==> src/rtl/vga_pkg.sv <==
// Constants shared by the frame buffer writer and the display read side,
// plus the writer state encoding.
package vga_pkg;

    localparam int IMG_W       = 640;
    localparam int IMG_H       = 480;
    localparam int ADDR_W      = 20;
    localparam int DATA_W      = 8;

    // Both sides map pixel (x, y) to buffer address x*IMG_H + y.
    localparam int H_ACT_START = 144;
    localparam int H_ACT_END   = 783;
    localparam int V_ACT_START = 35;
    localparam int V_ACT_END   = 514;

    typedef enum logic [1:0] {
        ST_IDLE  = 2'd0,
        ST_WRITE = 2'd1,
        ST_DONE  = 2'd2
    } wr_state_e;

endpackage

==> src/rtl/frame_buffer_writer_if.sv <==
// Pixel stream in, frame buffer write port out.
interface frame_buffer_writer_if #(
    parameter int ADDR_W = vga_pkg::ADDR_W,
    parameter int DATA_W = vga_pkg::DATA_W
) ();

    logic              s_valid;
    logic [DATA_W-1:0] s_data;
    logic              s_last;
    logic              s_ready;
    logic              wr_en;
    logic [ADDR_W-1:0] wr_addr;
    logic [DATA_W-1:0] wr_data;

    modport slave (
        input  s_valid, s_data, s_last,
        output s_ready, wr_en, wr_addr, wr_data
    );

    modport master (
        output s_valid, s_data, s_last,
        input  s_ready, wr_en, wr_addr, wr_data
    );

endinterface

==> src/rtl/raster_addr_gen.sv <==
// Raster x/y counters with an incremental column-major address (x*IMG_H + y).
module raster_addr_gen #(
    parameter int IMG_W  = vga_pkg::IMG_W,
    parameter int IMG_H  = vga_pkg::IMG_H,
    parameter int ADDR_W = vga_pkg::ADDR_W
) (
    input  logic              clk,
    input  logic              rst_n,
    input  logic              clear,
    input  logic              step,
    output logic [ADDR_W-1:0] addr,
    output logic              last_pixel
);

    localparam int XW = $clog2(IMG_W);
    localparam int YW = $clog2(IMG_H);
    localparam logic [XW-1:0]     X_MAX     = XW'(IMG_W - 1);
    localparam logic [YW-1:0]     Y_MAX     = YW'(IMG_H - 1);
    localparam logic [ADDR_W-1:0] COL_STRIDE = ADDR_W'(IMG_H);

    logic [XW-1:0]     x_q, x_d;
    logic [YW-1:0]     y_q, y_d;
    logic [ADDR_W-1:0] addr_q, addr_d;

    // Next position: step right by one column, or wrap to the next row.
    always_comb begin
        x_d    = x_q;
        y_d    = y_q;
        addr_d = addr_q;
        if (clear) begin
            x_d    = '0;
            y_d    = '0;
            addr_d = '0;
        end else if (step) begin
            if (x_q != X_MAX) begin
                x_d    = x_q + XW'(1);
                addr_d = addr_q + COL_STRIDE;
            end else begin
                x_d    = '0;
                y_d    = y_q + YW'(1);
                addr_d = ADDR_W'(y_q) + ADDR_W'(1);
            end
        end else begin
            x_d    = x_q;
        end
    end

    // Position registers.
    always_ff @(posedge clk) begin
        if (!rst_n) begin
            x_q    <= '0;
            y_q    <= '0;
            addr_q <= '0;
        end else begin
            x_q    <= x_d;
            y_q    <= y_d;
            addr_q <= addr_d;
        end
    end

    assign addr       = addr_q;
    assign last_pixel = (x_q == X_MAX) && (y_q == Y_MAX);

endmodule

==> src/rtl/frame_buffer_writer.sv <==
// Captures one raster-order frame per start into the column-major frame buffer,
// one registered write per accepted pixel, with framing error detection.
module frame_buffer_writer #(
    parameter int IMG_W  = vga_pkg::IMG_W,
    parameter int IMG_H  = vga_pkg::IMG_H,
    parameter int ADDR_W = vga_pkg::ADDR_W,
    parameter int DATA_W = vga_pkg::DATA_W
) (
    input  logic                  clk,
    input  logic                  rst_n,
    input  logic                  start,
    frame_buffer_writer_if.slave  bus,
    output logic                  busy,
    output logic                  frame_done,
    output logic                  err_framing
);

    import vga_pkg::*;

    wr_state_e         state_q, state_d;
    logic              s_ready_q, s_ready_d;
    logic              wr_en_q, wr_en_d;
    logic [ADDR_W-1:0] wr_addr_q, wr_addr_d;
    logic [DATA_W-1:0] wr_data_q, wr_data_d;
    logic              busy_q, busy_d;
    logic              frame_done_q, frame_done_d;
    logic              err_q, err_d;

    logic              hs_s;
    logic              clear_s;
    logic              last_pixel_s;
    logic [ADDR_W-1:0] pix_addr_s;

    // s_ready_q is high exactly in WRITE, so it alone qualifies the handshake.
    assign hs_s    = bus.s_valid & s_ready_q;
    assign clear_s = (state_q == ST_IDLE) & start;

    raster_addr_gen #(
        .IMG_W  (IMG_W),
        .IMG_H  (IMG_H),
        .ADDR_W (ADDR_W)
    ) u_addr_gen (
        .clk        (clk),
        .rst_n      (rst_n),
        .clear      (clear_s),
        .step       (hs_s),
        .addr       (pix_addr_s),
        .last_pixel (last_pixel_s)
    );

    // State and output registers.
    always_ff @(posedge clk) begin
        if (!rst_n) begin
            state_q      <= ST_IDLE;
            s_ready_q    <= 1'b0;
            wr_en_q      <= 1'b0;
            wr_addr_q    <= '0;
            wr_data_q    <= '0;
            busy_q       <= 1'b0;
            frame_done_q <= 1'b0;
            err_q        <= 1'b0;
        end else begin
            state_q      <= state_d;
            s_ready_q    <= s_ready_d;
            wr_en_q      <= wr_en_d;
            wr_addr_q    <= wr_addr_d;
            wr_data_q    <= wr_data_d;
            busy_q       <= busy_d;
            frame_done_q <= frame_done_d;
            err_q        <= err_d;
        end
    end

    // Next state; an early s_last truncates the frame.
    always_comb begin
        state_d = state_q;
        case (state_q)
            ST_IDLE: begin
                if (start) state_d = ST_WRITE;
                else       state_d = ST_IDLE;
            end
            ST_WRITE: begin
                if (hs_s && (last_pixel_s || bus.s_last)) state_d = ST_DONE;
                else                                      state_d = ST_WRITE;
            end
            ST_DONE: state_d = ST_IDLE;
            default: state_d = ST_IDLE;
        endcase
    end

    // Output next values, decoded from the next state so they register in step with it.
    always_comb begin
        s_ready_d    = (state_d == ST_WRITE);
        busy_d       = (state_d != ST_IDLE);
        frame_done_d = (state_d == ST_DONE);
        wr_en_d      = hs_s;
        if (hs_s) begin
            wr_addr_d = pix_addr_s;
            wr_data_d = bus.s_data;
        end else begin
            wr_addr_d = wr_addr_q;
            wr_data_d = wr_data_q;
        end
        if (clear_s) begin
            err_d = 1'b0;
        end else if (hs_s && (bus.s_last != last_pixel_s)) begin
            err_d = 1'b1;
        end else begin
            err_d = err_q;
        end
    end

    assign bus.s_ready = s_ready_q;
    assign bus.wr_en   = wr_en_q;
    assign bus.wr_addr = wr_addr_q;
    assign bus.wr_data = wr_data_q;
    assign busy        = busy_q;
    assign frame_done  = frame_done_q;
    assign err_framing = err_q;

endmodule

==> src/flat_wrapper.sv <==
// flat-port wrapper written by rule: the top's interface ports become plain ports
module frame_buffer_writer_flat import vga_pkg::*;
#(
    parameter int IMG_W  = vga_pkg::IMG_W,
    parameter int IMG_H  = vga_pkg::IMG_H,
    parameter int ADDR_W = vga_pkg::ADDR_W,
    parameter int DATA_W = vga_pkg::DATA_W
)
  (clk, rst_n, start, busy, frame_done, err_framing, bus_s_valid, bus_s_data, bus_s_last, bus_s_ready, bus_wr_en, bus_wr_addr, bus_wr_data);
  frame_buffer_writer_if #(.ADDR_W(ADDR_W), .DATA_W(DATA_W)) bus_i ();
  input  logic clk;
  input  logic rst_n;
  input  logic start;
  output logic busy;
  output logic frame_done;
  output logic err_framing;
  input wire logic [$bits(bus_i.s_valid)-1:0] bus_s_valid;
  input wire logic [$bits(bus_i.s_data)-1:0] bus_s_data;
  input wire logic [$bits(bus_i.s_last)-1:0] bus_s_last;
  output wire logic [$bits(bus_i.s_ready)-1:0] bus_s_ready;
  output wire logic [$bits(bus_i.wr_en)-1:0] bus_wr_en;
  output wire logic [$bits(bus_i.wr_addr)-1:0] bus_wr_addr;
  output wire logic [$bits(bus_i.wr_data)-1:0] bus_wr_data;
  assign bus_i.s_valid = bus_s_valid;
  assign bus_i.s_data = bus_s_data;
  assign bus_i.s_last = bus_s_last;
  assign bus_s_ready = bus_i.s_ready;
  assign bus_wr_en = bus_i.wr_en;
  assign bus_wr_addr = bus_i.wr_addr;
  assign bus_wr_data = bus_i.wr_data;
  frame_buffer_writer #(.IMG_W(IMG_W), .IMG_H(IMG_H), .ADDR_W(ADDR_W), .DATA_W(DATA_W)) u_core (.clk(clk), .rst_n(rst_n), .start(start), .bus(bus_i), .busy(busy), .frame_done(frame_done), .err_framing(err_framing));
endmodule
==> config.mk <==
export PLATFORM = sky130hd
export DESIGN_NAME = frame_buffer_writer_flat
export DESIGN_NICKNAME = d
export VERILOG_FILES = /design/src/rtl/vga_pkg.sv /design/src/rtl/frame_buffer_writer_if.sv /design/src/rtl/raster_addr_gen.sv /design/src/rtl/frame_buffer_writer.sv /design/src/flat_wrapper.sv
export SDC_FILE = /design/constraint.sdc
export NUM_CORES = 1
export LEC_CHECK = 0
export ABC_AREA = 1
export BUFFER_PORTS_ARGS = -buffer_cell sky130_fd_sc_hd__clkbuf_2
export CAP_MARGIN = 20
export CORE_MARGIN = 4
export CORE_UTILIZATION = 25
export CTS_BUF_LIST = sky130_fd_sc_hd__clkbuf_4 sky130_fd_sc_hd__clkbuf_8
export CTS_CLUSTER_DIAMETER = 200
export DETAILED_ROUTE_END_ITERATION = 10
export GPL_TIMING_DRIVEN = 0
export PLACE_DENSITY_LB_ADDON = 0.25
export SYNTH_ARGS = -nofsm -noshare
export SYNTH_HDL_FRONTEND = slang
export SYNTH_SLANG_ARGS = --single-unit
==> constraint.sdc <==
create_clock -name clk -period 1.8 [get_ports clk]
set_clock_uncertainty 0.05 [all_clocks]
set_input_delay 0.09 -clock clk [delete_from_list [all_inputs] [get_ports clk]]
set_output_delay 0.09 -clock clk [all_outputs]
set_load 0.1 [all_outputs]
* Word level (Yosys, flattened, before mapping)
Cells that the tools add are included. Widths: inputs -> output; s select.
Operators by class: add/sub/neg operators 4, eq/ne operators 7, mux-type cells 5, bitwise logic cells 4, reduce and logical (&&, ||, !) cells 8
Operators by type and width (number):
- $add 20x9->20 const B | 1
- $mux 20 | 1
- $add 10x1->10 const B | 1
- $add 9x1->10 const B | 1
- $eq 10x10->1 const B | 1
- $mux 10 | 1
- $ne 10x10->1 const B | 1
- $add 9x1->9 const B | 1
- $eq 9x9->1 const B | 1
- $eq 2x1->1 const B | 2
- $pmux 2 s2 | 1
- $logic_and 1x1->1 | 3
- $and 1x1->1 | 2
- $eq 2x2->1 const B | 1
- $logic_not 2->1 | 1
- $mux 2 | 1
- $not 1->1 | 2
- $reduce_and 2->1 | 1
- $reduce_bool 2->1 | 1
- $reduce_or 2->1 | 1
- $logic_or 1x1->1 | 1
- $mux 1 | 1
- $ne 1x1->1 | 1
Storage, ports and cells: flip-flop bits (word level) 74, output and inout bits 33

* Depth between registers and ports, before layout
Gate-level depths: netlist of the first run.
depth after elaboration 7, mapped depth 11

* By module
From an unflattened synthesis of the first run, not the netlist that was laid out.
Unflattened totals: cells, all modules 419, area, all modules 3176.8 um2
By module, submodules not included:
- raster_addr_gen | instances 1, cells each 264, area an instance 1888.1 um2, seq. area each 780.7 um2
- frame_buffer_writer | instances 1, cells each 155, area an instance 1288.7 um2, seq. area each 700.7 um2

* Worst setup path before layout of the first run
OpenSTA, ideal clock, no wires.
path type register to register, start point reg u_core.s_ready_q (netlist: u_core.bus.s_ready), end point reg u_core.u_addr_gen.addr_q[17] (netlist: u_core.u_addr_gen.addr[17]), setup time 113 ps, arrival 1908 ps, slack -271 ps, cell stages (with the launch flop) 11, clock period less this slack 2071 ps, cells stage by stage dfxtp_1 > nand2_2 > buf_6 > nor2_2 > nand2_1 > nor2_2 > nand3_2 > nor2_1 > nand2_1 > nand2_1 > nor2_1
Between the ends: word-level cells in the longest chain between the ends 1
RTL lines:
- start: declaration | RTL line frame_buffer_writer.sv:21 | logic s_ready_q, s_ready_d;
- start signal: assignment | RTL line frame_buffer_writer.sv:64 | s_ready_q <= s_ready_d;
- $and 1x1->1 | RTL line frame_buffer_writer.sv:35 | assign hs_s = bus.s_valid & s_ready_q;
- end signal: assignment | RTL line raster_addr_gen.sv:57 | addr_q <= addr_d;
- end: declaration | RTL line raster_addr_gen.sv:23 | logic [ADDR_W-1:0] addr_q, addr_d;
Every way passes these cells. A chain may end at the register's enable or synchronous reset.

* Final worst setup path of the first run
start point reg u_core.u_addr_gen.x_q[0], end point reg u_core.s_ready_q (netlist: u_core.bus.s_ready)
Between the ends: word-level cells in the longest chain between the ends 7
RTL lines:
- start: declaration | RTL line raster_addr_gen.sv:21 | logic [XW-1:0] x_q, x_d;
- start signal: assignment | RTL line raster_addr_gen.sv:51 | x_q <= '0;
- start signal: assignment | RTL line raster_addr_gen.sv:55 | x_q <= x_d;
- $eq 10x10->1 | RTL line raster_addr_gen.sv:62 | assign last_pixel = (x_q == X_MAX) && (y_q == Y_MAX);
- $logic_and 1x1->1 | RTL line raster_addr_gen.sv:62
- $logic_or 1x1->1 | RTL line frame_buffer_writer.sv:83 | if (hs_s && (last_pixel_s || bus.s_last)) state_d = ST_DONE;
- $logic_and 1x1->1 | RTL line frame_buffer_writer.sv:83
- $mux 2 | RTL line frame_buffer_writer.sv:83
- $pmux 2 s2 | RTL line frame_buffer_writer.sv:77 | case (state_q)
- $eq 2x1->1 | RTL line frame_buffer_writer.sv:93 | s_ready_d = (state_d == ST_WRITE);
Every way passes these cells.

==> metrics.md, run 1 <==
| Metric | Value |
|---|---|
| Number of diodes added for antenna fixing | `0` |
| TritonRoute pass-1 iters | `4` |
| Post-synthesis sequential element count | `between 70 and 80` |
| Final period demand of the worst path | `~1700 ps` |
| Area of the mapped netlist | `slightly above 0.003 mm2` |
| Synthesized instance count | `about 400` |
| Fraction of synthesized cell area in xor and xnor cells | `under 10%` |
| Compound-cell area share of the yosys netlist | `a little under a tenth` |
| Crit share post-route | `a little over nine tenths` |
| Kind of critical path | `flop to flop` |
| Total global-route track usage | `between 10% and 20%` |
| Internal portion of total power | `roughly 2400 uW` |
| Setup WS post-layout | `about 75 ps` |
| Sw Pwr | `approximately 1100 uW` |
| Vias per Instance | `about 4.3` |
| Result of the run | `complete, no violations` |
| Post-synthesis area per instance | `~7.5 um2` |
| Type of the most critical hold path | `primary input to flop` |
| Depth of the worst register-to-register path | `10` |
| Multi-input logic area | `around 0.0014 mm2` |
| Final Net Count | `between 400 and 500` |
| Final cell count without fillers | `about 630` |
| Synthesized netlist net count | `427` |
| Slew HR | `around 60%` |
| Synth Area in Simple Gates | `a little over 30%` |
| Antenna violations before repair | `0` |
| Total power density per cell area | `between 900 and 1000 mW/mm2` |
| Dominant combinational cell family by area after synthesis | `simple AND/OR/NAND/NOR gates` |
| CTS tree | `built` |
| Area inside the core boundary | `about 0.012 mm2` |
| Final design area excluding fillers | `between 0.003 and 0.004 mm2` |
| Upper clock frequency limit | `a little under 600 MHz` |
| H-tree levels | `3` |
| Signed area change from the synthesized netlist to the final layout | `26.5%` |
| Final Routed Wirelength | `roughly 7.6 mm` |
| CP Data Arrival Time | `between 1500 and 2000 ps` |
| CP max FO | `4` |
| Routed wire per std cell | `11.9 um` |
| Global route total overflow | `0` |
| Final Wtd Congestion | `approximately 0.76` |
| # port buffers | `45` |
| Fraction of power consumed by combinational cells | `16.1%` |
| Sequential share of the synthesized area | `between 40% and 50%` |
| Global-route wire length before repair | `12.4 mm` |
| Die span in y | `between 100 and 150 um` |
| Cells on Worst Hold Path | `3` |
| Post-CTS clock slew at the launch and capture registers of the worst setup and hold paths | `70 ps` |
| Cell count after placement | `602` |
| Worst skew pair latency | `340 ps` |
| Critical path startpoint category | `flop` |
| Worst-case clock buffer depth | `2` |
| Arithmetic-cell share of the synthesized area counting full adders, half adders and majority gates | `1.63%` |
| Maximum vdd drop | `~0.28 mV` |
| Instance area at placement | `approximately 0.0035 mm2` |
| Post-route worst hold slack | `between 40 and 50 ps` |
| Yosys warnings | `0` |
| Number of cell rows | `40` |
| Power share of the sequential group | `between 40% and 50%` |
| HPWL Detailed | `5.47 mm` |
| Number of maximum-capacitance constraint violations | `0` |
| Footprint of the flip-flops and latches | `0.00149 mm2` |
| Top post-synthesis cells by area | `dfxtp_1, nand2_1, nor2_1` |
| Transition at the pin with the smallest max-transition slack | `579 ps` |
| Critical Path Sink Type | `flop` |
| Maximum number of pins on one net before global-route repair | `12` |
| Fraction of layout instances using a drive strength above 1 | `slightly above 20%` |
| Proportion of synthesized area in mux cells | `0%` |
| Area leader, netlist | `dfxtp_1` |
| Detailed router's first-iteration violation count | `approximately 110` |
| X dimension of the die | `~120 um` |
| Portion of total power attributed to the clock network | `approximately a third` |
| Vias | `about 2700` |
| Initial Utilization | `~26%` |
| Antenna-violating nets left | `0` |
| Clock Sinks | `74` |
| Final setup violating endpoints | `0` |
| Number of max-slew violations in the final report | `0` |
| Final Hold Fails | `0` |
| Number of global-route vias before repair | `2600` |
| # IOs | `46` |
| Count of fill cells added during filler insertion | `between 1000 and 1500` |
| Number of design rule violations left after detail routing | `0` |
| Switching portion of total power | `30.3%` |
| Post-synth top area share | `48.3%` |
| Buffer cell driving the clock tree root | `clkbuf_8` |
| Distinct cell type count of the synthesized netlist | `29` |
| Dpl ws | `-8.94 ps` |
| Leakage | `between 0.0015 and 0.002 uW` |
| Required time at the endpoint of the critical path | `a little under 2000 ps` |
| Die ar. | `~0.014 mm2` |
| Cts bufs inserted | `9` |
[area by class of cell]
cell class                      instances  share of cell area, %
Timing Repair Buffer                   60                   9.28
Multi-Input combinational cell        284                   37.1
Tap cell                              147                   4.74
Clock buffer                           14                   4.64
Sequential cell                        74                   38.4
Inverter                               38                   3.67
Clock inverter                          2                  0.258
Buffer                                 14                   1.90
[worst max-delay path, cell delays in order, from the launching register on]
cell and delay, ps:
dfxtp_4 370, ha_4 140, nand3_4 80, nor2_4 140, nand2_2 80, nor2_4 170
nand3_4 110, ha_4 190, nor2_2 70, or2_4 120, a21oi_1 50
[per-stage QoR]
| stage | power (uW) | util [%] | setup TNS, ps |
|---|---|---|---|
| 4_1_cts | 3560 | 31.3 | 0 |
| 3_3_place_gp | 2290 | 29.0 | -29.2 |
| 5_1_grt | 3670 | 32.3 | -64.3 |
| 3_5_place_dp | 2290 | 29.0 | -15.0 |
| 6_report | 3500 | 32.3 | 0 |
| 2_1_floorplan | 2180 | - | 0 |
[worst paths after layout]
kind	to	start	slack [ps]
setup / recovery	u_core.bus.s_ready	u_core.u_addr_gen.x_q[0]	80
hold / removal	u_core.bus.wr_addr[6]	rst_n	50
setup reg to reg	u_core.bus.s_ready	u_core.u_addr_gen.x_q[0]	80
hold reg to reg	u_core.u_addr_gen.addr[0]	u_core.u_addr_gen.addr[0]	390
[per-layer routing]
metal / global-route usage [%] / part of all wire, % / vias to the layer above
li1: - / - / 1441
met1: 12.7 / 46 / 1238
met2: 18.5 / 48 / 48
met3: 3.59 / 3.7 / 13
met4: 4.34 / 1.9 / 0
met5: 0 / 0 / -
[flip-flops by register name, summed over array words and instances, names as in the netlist]
register                cells
u_core.bus.s_ready          1
u_core.u_addr_gen.addr     20
u_core.u_addr_gen.y_q       9
u_core.bus.wr_data          8
u_core.busy                 1
u_core.bus.wr_en            1
u_core.state_q              2
u_core.bus.wr_addr         20
u_core.frame_done           1
u_core.u_addr_gen.x_q      10
u_core.err_framing          1
[logic make-up after synthesis]
| logic type | Yosys count |
|---|---|
| xor+xnor | 12 |
| compound gates | 57 |
| simple gates | 211 |
| buf+inv | 52 |
| fa+ha+maj | 4 |
| flops | 74 |
[power by group through the flow]
| stage | clock, uW | combinational, uW | sequential, uW |
|---|---|---|---|
| final | 1230 | 564 | 1710 |
| after floorplan | 0 | 154 | 2020 |
| after detailed placement | 0 | 543 | 1750 |
| after global routing | 1350 | 600 | 1710 |
| after global placement | 0 | 542 | 1750 |
| after CTS | 1290 | 560 | 1710 |
[cell usage in the layout, fill, tap and decap left out, types with 3 or more instances in the layout]
cell type / Yosys / final
nand2_1: 90 / 90
dfxtp_1: 74 / 71
nor2_1: 71 / 69
clkbuf_2: 0 / 45
inv_1: 35 / 35
o21ai_0: 30 / 30
a21oi_1: 25 / 24
nand3_1: 19 / 18
clkbuf_8: 0 / 12
dlygate4sd3_1: 0 / 9
clkbuf_1: 8 / 8
buf_4: 1 / 7
xor2_1: 7 / 7
xnor2_1: 5 / 5
nor2_2: 2 / 4
nor3_1: 4 / 4
nand4_1: 4 / 4
nor2_4: 3 / 3
nand2_2: 3 / 3
inv_2: 3 / 3
nand3b_1: 3 / 3
[timing repair]
| item | CTS | global route |
|---|---|---|
| setup buffers | 0 | 6 |
| endpoints found under the setup margin | 2 | 26 |
| resized for setup | 2 | 15 |
| pin swaps | 0 | 6 |
| endpoints found under the hold margin | 11 | 0 |
| hold buffers | 9 | 0 |
[synth_stat cells (all sizes together)]
cell	instances
xor2	7
a21oi	25
xnor2	5
nor2	76
ha	4
nand4	4
o21bai	1
nand2	95
buf	6
nor4	3
o22ai	1
inv	38
nand3b	3
nor3	4
nor3b	2
dfxtp	74
nand3	21
clkbuf	8
or2	3
o21ai	30
Note: power is estimated with default switching activity, not from simulation.
==> run 2: changes to the inputs <==
--- a/config.mk
+++ b/config.mk
@@ -8,6 +8,8 @@
 export ABC_AREA = 1
 export BUFFER_PORTS_ARGS = -buffer_cell sky130_fd_sc_hd__clkbuf_2
 export CAP_MARGIN = 20
+export CELL_PAD_IN_SITES_DETAIL_PLACEMENT = 0
+export CELL_PAD_IN_SITES_GLOBAL_PLACEMENT = 1
 export CORE_MARGIN = 4
 export CORE_UTILIZATION = 25
 export CTS_BUF_LIST = sky130_fd_sc_hd__clkbuf_4 sky130_fd_sc_hd__clkbuf_8
==> metrics.md, run 2 (synthesized netlist as in run 1, its figures left out) <==
| Metric | Value |
|---|---|
| Result of the run | `complete, no violations` |
| Cell count after placement | `602 (unchanged)` |
| Count of fill cells added during filler insertion | `1292 (+1.3%)` |
| Bufs and invs on worst path | `2 (+2)` |
| Final cell count without fillers | `634 (+0.16%)` |
| Final period demand of the worst path | `1690 ps (-30.4 ps)` |
| Fraction of power consumed by combinational cells | `15.2% (-0.9 points)` |
| Post-CTS clock slew at the launch and capture registers of the worst setup and hold paths | `80 ps (about the same)` |
| Vias | `2768 (+1.0%)` |
| Multi-input logic area | `0.00144 mm2 (about the same)` |
| Internal portion of total power | `2630 uW (+7.7%)` |
| Total global-route track usage | `11.7% (+0.80 points)` |
| Maximum vdd drop | `0.252 mV (-11%)` |
| Crit path largest cell delay | `370 ps (about the same)` |
| Final Wtd Congestion | `0.781 (+2.9%)` |
| RR Endpoint | `u_core.u_addr_gen.addr[7]` |
| Cells along the critical path | `ha_4, nand3_4, nor2_4, nand2_2, nor2_4, nand2_4, nand2_8, inv_2, buf_6, nand2_1, nand2_1` |
| PnR Total Power | `3720 uW (+6.5%)` |
| Crit share post-route | `94.1% (-1.7 points)` |
| Global-route wire length before repair | `13.1 mm (+5.9%)` |
| Vias per Instance | `4.37 (+0.86%)` |
| Antenna-violating nets left | `0 (unchanged)` |
| Depth of the worst register-to-register path | `11 (+1)` |
| Type of the most critical hold path | `primary input to flop` |
| Worst-case clock buffer depth | `2 (unchanged)` |
| Dpl ws | `-40.5 ps (-31.6 ps)` |
| Required time at the endpoint of the critical path | `2000 ps (+40 ps)` |
| Number of diodes added for antenna fixing | `0 (unchanged)` |
| HPWL Detailed | `5.77 mm (+5.5%)` |
| Post-route worst hold slack | `43.7 ps (-3.62 ps)` |
| Number of max-slew violations in the final report | `0 (unchanged)` |
| H-tree levels | `3 (unchanged)` |
| Most frequent cells in the layout | `nand2_1, dfxtp_1, nor2_1, clkbuf_2, inv_1` |
| Number of maximum-capacitance constraint violations | `0 (unchanged)` |
| Min-delay src | `rst_n` |
| CP delay by family, top | `simple AND/OR/NAND/NOR gates` |
| Reg2Reg Launch Point | `u_core.u_addr_gen.x_q[1]` |
| Transition at the pin with the smallest max-transition slack | `596 ps (+17.5 ps)` |
| Number of global-route vias before repair | `2657 (+2.2%)` |
| Most frequent standard cell in the layout excluding fill and tap cells | `nand2_1` |
| Kind of critical path | `flop to flop` |
| Detailed router's first-iteration violation count | `138 (+23%)` |
| CTS tree | `built` |
| Setup WS post-layout | `105 ps (+30.4 ps)` |
| # IOs | `46 (unchanged)` |
| Global route total overflow | `0 (unchanged)` |
| Footprint of the flip-flops and latches | `0.00149 mm2 (unchanged)` |
| Worst skew pair latency | `360 ps (+20 ps)` |
| Worst setup path start | `u_core.u_addr_gen.x_q[1]` |
| Setup repair after global routing missed its margin | `no` |
| Worst Hold Endpoint | `u_core.bus.wr_addr[19]` |
| Die ar. | `0.0141 mm2 (unchanged)` |
| X dimension of the die | `119 um (unchanged)` |
| Final Hold Fails | `0 (unchanged)` |
| Clock Sinks | `74 (unchanged)` |
| Routed wire per std cell | `12.6 um (+5.3%)` |
| Total power density per cell area | `950 mW/mm2 (+5.4%)` |
| TritonRoute pass-1 iters | `4 (unchanged)` |
| Critical path startpoint category | `flop` |
| Final Net Count | `499 (+0.20%)` |
| Number of cell rows | `40 (unchanged)` |
| Buffer cell driving the clock tree root | `clkbuf_8` |
| CP Data Arrival Time | `1890 ps (about the same)` |
| Setup TNS | `0 ps (unchanged)` |
| Number of design rule violations left after detail routing | `0 (unchanged)` |
| Critical-path cell with the highest stage delay | `dfxtp_4` |
| Die span in y | `119 um (unchanged)` |
| Slew HR | `60.3% (-1.2 points)` |
| Final setup violating endpoints | `0 (unchanged)` |
| Fraction of layout instances using a drive strength above 1 | `20.7% (+0.16 points)` |
| # port buffers | `45 (unchanged)` |
| Switching portion of total power | `29.5% (-0.80 points)` |
| Maximum number of pins on one net before global-route repair | `13 (+1)` |
| Cts bufs inserted | `9 (unchanged)` |
| Signed area change from the synthesized netlist to the final layout | `27.8%` |
| Sw Pwr | `1100 uW (+3.7%)` |
| Upper clock frequency limit | `590 MHz (+1.8%)` |
| Slack of the worst reg-to-reg path | `110 ps (+30 ps)` |
| Power share of the sequential group | `45.8% (-3.0 points)` |
| Area inside the core boundary | `0.0120 mm2 (unchanged)` |
| Final Routed Wirelength | `7.97 mm (+5.5%)` |
| Critical Path Sink Type | `flop` |
| Initial Utilization | `25.6% (unchanged)` |
| Antenna violations before repair | `0 (unchanged)` |
| CP max FO | `10 (+6)` |
| Leakage | `0.00166 uW (+0.84%)` |
| Portion of total power attributed to the clock network | `39.0% (+3.9 points)` |
| Cells on Worst Hold Path | `3 (unchanged)` |
## run 2: final cells by class
| cell class | count | area share [%] |
|---|---|---|
| Clock inverter | 5 | 1.98 |
| Sequential cell | 74 | 38.0 |
| Timing Repair Buffer | 61 | 9.38 |
| Inverter | 38 | 3.64 |
| Clock buffer | 11 | 3.70 |
| Buffer | 14 | 1.88 |
| Tap cell | 147 | 4.69 |
| Multi-Input combinational cell | 284 | 36.7 |
## run 2: worst max path at each step
| stage | to | cells past startpoint |
|---|---|---|
| 2_1_floorplan | u_core.u_addr_gen.addr[17] | 10 |
| 3_3_place_gp | u_core.bus.s_ready | 10 |
| 3_5_place_dp | u_core.bus.s_ready | 10 |
| 4_1_cts | u_core.err_framing | 9 |
| 5_1_grt | u_core.u_addr_gen.addr[6] | 10 |
| 6_report | u_core.u_addr_gen.addr[7] | 11 |
## run 2: power by group through the flow
stage	Combinational [uW]	Sequential, uW	Clock (uW)
after floorplan	154	2020	0
after global placement	547	1750	0
after global routing	604	1710	1580
after CTS	564	1710	1510
after detailed placement	548	1750	0
final	566	1710	1450
## run 2: through the flow
step,instance area (um2),utilization [%]
after floorplan,3070,-
after global placement,3480,29.0
after detailed placement,3480,29.0
after CTS,3800,31.7
after global routing,3920,32.7
final,3920,32.7
## run 2: repair_timing
action,CTS,global route
gates cloned,0,0
endpoints found under the setup margin,9,31
buffers inserted,0,7
gates resized for setup,4,13
pin swaps,0,5
hold buffers,9,0
endpoints found under the hold margin,11,0
## run 2: worst reg2reg max path, stage by stage (launching register included)
cell and delay, ps:
dfxtp_4 370, ha_4 150, nand3_4 90, nor2_4 130, nand2_2 70, nor2_4 160, nand2_4 120, nand2_8 120
inv_2 70, buf_6 140, nand2_1 60, nand2_1 40
## run 2: per-layer routing
layer  global-route usage, %  vias up  share of wire, %
met4                    5.29        0               1.7
met5                       0        -                 0
met3                    3.25       13               3.8
li1                        -     1452                 -
met1                    14.9     1256                48
met2                    18.5       47                46
